[src/rtl/serial_sub_pkg.sv]
// Shared constants for the bit-serial subtractor: FSM state encodings and default width.
package serial_sub_pkg;

  localparam int SUB_WIDTH_DEF = 8;

  localparam logic [1:0] IDLE  = 2'd0;
  localparam logic [1:0] SHIFT = 2'd1;
  localparam logic [1:0] DONE  = 2'd2;

endpackage

[src/rtl/serial_subtractor_fs_cell.sv]
// One-bit full subtractor: d = a - b - bin, bo = borrow out of this bit.
module fs_cell (
  input  logic a,
  input  logic b,
  input  logic bin,
  output logic d,
  output logic bo
);

  assign d  = a ^ b ^ bin;
  assign bo = (~a & b) | (~(a ^ b) & bin);

endmodule

[src/rtl/serial_subtractor.sv]
// Bit-serial subtractor, one bit per clock LSB-first through a single fs_cell.
// Define SERIAL_SUB_OVF_EN to add the signed-overflow output ovf.
module serial_subtractor
  import serial_sub_pkg::*;
#(
  parameter int WIDTH = SUB_WIDTH_DEF
) (
  input  logic             clk,
  input  logic             rst_n,
  input  logic             start,
  input  logic [WIDTH-1:0] a,
  input  logic [WIDTH-1:0] b,
  input  logic             bin,
  output logic [WIDTH-1:0] diff,
  output logic             bout,
  output logic             busy,
  output logic             done
`ifdef SERIAL_SUB_OVF_EN
  ,
  output logic             ovf
`endif
);

  localparam int                CNT_W    = (WIDTH > 2) ? $clog2(WIDTH) : 1;
  localparam logic [CNT_W-1:0]  CNT_LAST = CNT_W'(WIDTH - 1);

  logic [1:0]       r_state;
  logic [WIDTH-1:0] r_a;
  logic [WIDTH-1:0] r_b;
  logic [WIDTH-1:0] r_res;
  logic             r_borrow;
  logic [CNT_W-1:0] r_cnt;
  logic             w_d;
  logic             w_bo;
`ifdef SERIAL_SUB_OVF_EN
  logic             r_ovf;
`endif

  fs_cell u_cell (
    .a   (r_a[0]),
    .b   (r_b[0]),
    .bin (r_borrow),
    .d   (w_d),
    .bo  (w_bo)
  );

  always_ff @(posedge clk) begin
    if (!rst_n) begin
      r_state  <= IDLE;
      r_a      <= '0;
      r_b      <= '0;
      r_res    <= '0;
      r_borrow <= 1'b0;
      r_cnt    <= '0;
`ifdef SERIAL_SUB_OVF_EN
      r_ovf    <= 1'b0;
`endif
    end else begin
      case (r_state)
        IDLE: begin
          if (start) begin
            r_a      <= a;
            r_b      <= b;
            r_borrow <= bin;
            r_cnt    <= '0;
            r_state  <= SHIFT;
          end
        end
        SHIFT: begin
          // Difference bits enter at the MSB so the first (LSB) bit lands at bit 0 after WIDTH shifts.
          r_res    <= {w_d, r_res[WIDTH-1:1]};
          r_borrow <= w_bo;
          r_a      <= {1'b0, r_a[WIDTH-1:1]};
          r_b      <= {1'b0, r_b[WIDTH-1:1]};
          r_cnt    <= r_cnt + CNT_W'(1);
          if (r_cnt == CNT_LAST) begin
            r_state <= DONE;
`ifdef SERIAL_SUB_OVF_EN
            // On the last bit r_a[0]/r_b[0] hold the original operand MSBs and w_d is the result MSB.
            r_ovf   <= (r_a[0] != r_b[0]) && (w_d != r_a[0]);
`endif
          end
        end
        DONE: begin
          r_state <= IDLE;
        end
        default: begin
          r_state <= IDLE;
        end
      endcase
    end
  end

  assign diff = r_res;
  assign bout = r_borrow;
  assign busy = (r_state != IDLE);
  assign done = (r_state == DONE);
`ifdef SERIAL_SUB_OVF_EN
  assign ovf  = r_ovf;
`endif

endmodule

[config.mk]
export PLATFORM = sky130hd
export DESIGN_NAME = serial_subtractor
export DESIGN_NICKNAME = d
export VERILOG_FILES = /design/src/rtl/serial_sub_pkg.sv /design/src/rtl/serial_subtractor_fs_cell.sv /design/src/rtl/serial_subtractor.sv
export SDC_FILE = /design/constraint.sdc
export NUM_CORES = 1
export LEC_CHECK = 0
export ABC_CLOCK_PERIOD_IN_PS = 1520
export CORE_MARGIN = 10
export CORE_UTILIZATION = 55
export CTS_CLUSTER_DIAMETER = 80
export CTS_CLUSTER_SIZE = 14
export DETAILED_ROUTE_END_ITERATION = 10
export DONT_BUFFER_PORTS = 1
export PLACE_DENSITY = 0.7
export SYNTH_ARGS = -nofsm -noshare
export SYNTH_HDL_FRONTEND = slang
export SYNTH_SLANG_ARGS = --single-unit
export TNS_END_PERCENT = 10
[constraint.sdc]
create_clock -name clk -period 1.52 [get_ports clk]
set_clock_uncertainty 0.1 [all_clocks]
set_input_delay 0.152 -clock clk [delete_from_list [all_inputs] [get_ports clk]]
set_output_delay 0.152 -clock clk [all_outputs]
set_load 0.03 [all_outputs]
# == Yosys cells after proc, flatten, opt, wreduce, memory -nomap -nowiden ==
# Index checks and enable logic that the tools add are counted.
# totals
out_inout_bits,11
ff_bits,30
in_bits,20
# classes
n_addsub,1
muxes,11
eq_ne,5
bitwise_logic,7
n_reduce_logical,5
# op_table
operator,n
one-hot mux 8 bit (2 select lines),2
two-way mux 8 bit,2
one-hot mux 3 bit (2 select lines),1
two-way mux 2 bit,2
!= test 2 bit (second input constant),2
one-hot mux 2 bit (2 select lines),1
AND reduction 2 bit,2
nonzero test 2 bit,2
adder 3 x 1 -> 3 bit (second input constant),1
equality test 3 bit (second input constant),1
two-way mux 3 bit,1
AND 1 bit,2
equality test 2 x 1 -> 1 bit (second input constant),1
equality test 2 bit (second input constant),1
zero test 2 bit,1
inverter 1 bit,2
one-hot mux 1 bit (2 select lines),1
bitwise XOR 1 bit,2
two-way mux 1 bit,1
bitwise OR 1 bit,1

# == Longest topological paths before layout ==
# depth
word_depth,5
mapped_depth,6
depth_no_buf,5

# == Cells and area by module ==
# Synthesis repeated with hierarchy kept, for this count alone.
# unflattened
cells_unflattened,141
hier_area_um2,1353.8
# by_module_without_submodules
module,n_inst,seq_area_each_um2,cells_each,area_per_inst_um2
serial_subtractor,1,600.6,137,1322.5
fs_cell,1,0.0,4,31.3

# == Worst setup path after synthesis ==
# Ideal clock, no wire load.
# synth_path
kind,register to register
from,register r_state[0]
to,register r_a[4]
path_slack_ns,0.074
path_stages_with_launch,7
t_required_ns,1.303
t_arrival_ns,1.228
setup_ns,0.117
path_buffers,3
cell_sequence,dfxtp_1 -> buf_6 -> or3b_1 -> buf_6 -> buf_12 -> o221ai_2 -> nor2_1
# synth_between
elab_chain_cells,3
# synth_lines
element,line_no,source
from (decl),serial_subtractor.sv:27,logic [1:0] r_state;
from (signal assigned),serial_subtractor.sv:49,r_state <= IDLE;
from (signal assigned),serial_subtractor.sv:66,r_state <= SHIFT;
from (signal assigned),serial_subtractor.sv:77,r_state <= DONE;
equality test 2 x 1 -> 1 bit or zero test 2 bit (tied branches),serial_subtractor.sv:59,case (r_state)
nonzero test 2 bit (no source line) or != test 2 bit (tied branches),-,
AND reduction 2 bit (no source line),-,
to (signal assigned),serial_subtractor.sv:73,"r_a <= {1'b0, r_a[WIDTH-1:1]};"
to (decl),serial_subtractor.sv:28,logic [WIDTH-1:0] r_a;
# Parallel ways exist; a longest one is shown, timed or not.
# A chain may end at the register's enable or synchronous reset.

# == Worst setup path in the final report ==
# layout_path
from,register r_state[1]
to,output busy
# layout_between
elab_chain_cells,1
# layout_lines
element,line_no,source
nonzero test 2 bit,serial_subtractor.sv:96,assign busy = (r_state != IDLE);
to (decl),serial_subtractor.sv:16,"output logic busy,"
# Every way passes these cells.

==> out/metrics.json <==
{
  "worst-r2r-setup-slack": {"value": 0.13, "unit": "ns"},
  "hpwl": {"value": 2.155, "unit": "mm"},
  "layoutNonFillerInstCount": {"value": 192},
  "cts_tree": {"value": "done"},
  "worst_setup_path_end_kind": {"value": "output port"},
  "critical_path.slowest_cell": {"value": "dfxtp_1"},
  "grt_setup_unrepaired": {"value": "no"},
  "drcViolationCount": {"value": 0},
  "drtPass1Iterations": {"value": 4},
  "final.fill_count": {"value": 181},
  "final-hold-violation-count": {"value": 1},
  "postCtsSetupBuffers": {"value": 0},
  "clock-root-buffer": {"value": "clkbuf_4"},
  "clockBufferDepth": {"value": 2},
  "num_io_pins": {"value": 31},
  "final_net_count": {"value": 186},
  "setup_viol_count_final": {"value": 0},
  "area_growth_syn_to_layout": {"value": 20.91, "unit": "%"},
  "slew_viol_final": {"value": 0},
  "synth-adder-area-share": {"value": 3.361, "unit": "%"},
  "slew-limit-headroom": {"value": 76.01, "unit": "%"},
  "detailedPlace.worstSlack": {"value": 0.03489, "unit": "ns"},
  "fmax": {"value": 714.3, "unit": "MHz"},
  "drt_wl_total": {"value": 2.996, "unit": "mm"},
  "global_route_wire_length_before_repair": {"value": 4.629, "unit": "mm"},
  "worst_ep_required_time": {"value": 1.27, "unit": "ns"},
  "synthCells": {"value": 136},
  "postSynthNetCount": {"value": 159},
  "whs_endpoint": {"value": "r_b[7]"},
  "regToRegStartpoint": {"value": "r_state[1]"},
  "violations": {"value": "hold timing"},
  "tritoncts.num_buffers": {"value": 5},
  "synth.area.mux_share": {"value": 1.494, "unit": "%"},
  "synth_sequential_area_ratio": {"value": 44.82, "unit": "%"},
  "share_of_post_route_cells_with_drive_strength_above_1": {"value": 20.12, "unit": "%"},
  "synth-xor-area-share": {"value": 0, "unit": "%"},
  "placementRows": {"value": 17},
  "synth_seq_cells": {"value": 30},
  "setup_tns": {"value": 0, "unit": "ns"},
  "initialDrtViolationCount": {"value": 46},
  "timing.rr.end": {"value": "r_b[5]"},
  "setup_ws": {"value": 0.1200, "unit": "ns"},
  "cellPowerDensity": {"value": 990.4, "unit": "nW/um^2"},
  "slew_of_the_pin_with_the_lowest_slew_margin": {"value": 0.3593, "unit": "ns"},
  "hp-class": {"value": "in2reg"},
  "synth_top_family_by_area": {"value": "compound AO/OA/AOI/OAI gates"},
  "synth.avg_cell_area": {"value": 9.853, "unit": "um^2"},
  "critical-path-max-stage-delay": {"value": 0.32, "unit": "ns"},
  "htree_levels": {"value": 2},
  "placeableCoreArea": {"value": 2276, "unit": "um^2"},
  "vdd_drop_max": {"value": 824.7, "unit": "uV"},
  "static-leakage-power": {"value": 0.6245, "unit": "nW"},
  "wl_per_cell": {"value": 15.60, "unit": "um"},
  "holdCritStartpoint": {"value": "start"},
  "antenna_found_initial": {"value": 0},
  "reported_max_cap_violation_count": {"value": 0},
  "grt-ovfl-total": {"value": 0},
  "vias_per_cell": {"value": 5.417},
  "crit_type": {"value": "reg2out"},
  "ys.warnings.count": {"value": 0},
  "groute.usage.overall": {"value": 11.86, "unit": "%"},
  "cts_num_sinks": {"value": 30},
  "arrival": {"value": 1.15, "unit": "ns"},
  "run_status": {"value": "finished, violations left"},
  "cp-start-kind": {"value": "flip-flop"},
  "grt_max_degree": {"value": 31},
  "via_count_of_the_first_global_routing_pass": {"value": 974},
  "design.die.area": {"value": 4811, "unit": "um^2"},
  "mostFrequentLayoutCells": {"value": "30 x dfxtp_1, 28 x nor2_1, 17 x nand2_1, 17 x dlygate4sd3_1, 12 x buf_4"},
  "hold_path_depth": {"value": 2},
  "fp.dieH": {"value": 69.36, "unit": "um"},
  "clock_insertion_delay_worst_skew": {"value": 0.32, "unit": "ns"},
  "gp_routability_congestion": {"value": 0.7578},
  "hold_ws": {"value": -0.003227, "unit": "ns"},
  "crit_path_cell_trace": {"value": "buf_4 > nor2_1 > inv_1"},
  "post_synth_and_or_nand_nor_area_fraction": {"value": 17.55, "unit": "%"},
  "portBuffers": {"value": 0},
  "finalWorstPathRequiredPeriod": {"value": 1.400, "unit": "ns"},
  "num_vias": {"value": 1040},
  "place.detailed.instances": {"value": 166},
  "ff2ff_path_depth": {"value": 4},
  "cts.clk_slew.worst_paths": {"value": 0.09, "unit": "ns"},
  "cp_max_fo": {"value": 8},
  "insertedDiodeCount": {"value": 0},
  "period_share": {"value": 92.11, "unit": "%"},
  "floorplan.die.width": {"value": 69.36, "unit": "um"},
  "starting_utilization_of_the_core_area": {"value": 58.88, "unit": "%"},
  "yosys.cell_types.count": {"value": 28},
  "final_antenna_net_count": {"value": 0},
  "most_common_library_cell_in_the_layout_ignoring_fill_and_taps": {"value": "dfxtp_1"},
  "synth.cell_area": {"value": 1340, "unit": "um^2"},
  "synth_compound_gate_area_share": {"value": 24.37, "unit": "%"}
}
final cells by class:
type	instances	area (um^2)	area share, %
Sequential cell	30	600.6	37.07
Tap cell	28	35.03	2.162
Inverter	4	15.01	0.9266
Clock buffer	7	55.05	3.398
Clock inverter	1	5.005	0.3089
Multi-Input combinational cell	92	629.4	38.84
Timing Repair Buffer	30	280.3	17.30
worst max-delay path by stage:
stage | from | to | slack, ns
6_report | r_state[1] | busy | 0.12
5_1_grt | r_state[1] | busy | 0.03
4_1_cts | r_state[0] | diff[0] | 0.02
3_5_place_dp | r_state[0] | diff[0] | 0.03
3_3_place_gp | r_state[1] | r_a[2] | 0.15
2_1_floorplan | r_state[0] | r_a[4] | 0.07
Yosys cell counts:
| cell type | n | area share (%) |
|---|---|---|
| dfxtp_1 | 30 | 45 |
| nor2_1 | 28 | 7.8 |
| clkbuf_4 | 1 | 0.56 |
| a22oi_1 | 2 | 1.1 |
| buf_6 | 3 | 2.5 |
| inv_1 | 4 | 1.1 |
| ha_1 | 2 | 1.9 |
| fa_1 | 1 | 1.5 |
| mux2i_1 | 2 | 1.5 |
| nand2_1 | 17 | 4.8 |
| buf_12 | 1 | 1.5 |
| o221a_2 | 1 | 0.84 |
| or3b_1 | 1 | 0.65 |
| and2_1 | 1 | 0.47 |
| a21boi_0 | 10 | 5.6 |
| a32oi_1 | 2 | 1.3 |
| nor2b_1 | 5 | 2.3 |
| and3_1 | 1 | 0.47 |
| o221ai_2 | 10 | 11 |
| o221ai_1 | 4 | 2.6 |
| nand2b_1 | 1 | 0.47 |
| clkbuf_1 | 2 | 0.56 |
| a21oi_1 | 1 | 0.37 |
| o21ba_2 | 1 | 0.75 |
| buf_4 | 2 | 1.1 |
| clkbuf_8 | 1 | 1.0 |
| nor3b_1 | 1 | 0.56 |
| o21bai_1 | 1 | 0.56 |
critical path: cells and delay by family (launching register included):
kind	cells	cell delay [ns]
buffers and inverters	2	0.33
DFF	1	0.32
and+or+nand+nor	1	0.17
per-layer routing:
layer  GRT usage [%]  share of wire, %  wire [um]  up-vias
li1                -                 -          -      529
met1           11.85                41       1234      484
met2           19.76                51       1526       25
met3           6.419               7.0        209        2
met4           5.322              0.87         26        0
met5               0                 0          0        -
metrics by stage:
stage / power, W / utilization (%) / hold slack [ns] / area, um^2
2_1_floorplan: 0.001057 / - / 0.2411 / 1340
3_3_place_gp: 0.001070 / 60.09 / 0.1781 / 1368
3_5_place_dp: 0.001080 / 60.09 / 0.1854 / 1368
4_1_cts: 0.001562 / 63.17 / -0.1634 / 1438
5_1_grt: 0.001688 / 71.19 / 0.01113 / 1620
6_report: 0.001605 / 71.19 / -0.003227 / 1620
registers in the layout, indices dropped and copies added (netlist names):
name,count
r_cnt,3
bout,1
r_state,2
r_b,8
diff,8
r_a,8
power breakdown:
part           switching (W)  internal (W)
registers          0.0000405      0.000833
clock network       0.000261      0.000224
logic               0.000124      0.000123
total               0.000425       0.00118
logic make-up after synthesis:
| kind of cell | Yosys count |
|---|---|
| buffers and inverters | 14 |
| flip-flops | 30 |
| multiplexers | 2 |
| AO/OA/AOI/OAI | 32 |
| AND/OR/NAND/NOR | 55 |
| adder cells (fa/ha/maj) | 3 |
what timing repair did:
item                                   CTS  global route
endpoints found under the hold margin   30            30
setup endpoints to repair                0             2
resized for setup                        0             1
hold buffers                             1            17
No activity file was read; power rests on OpenSTA's default activity.
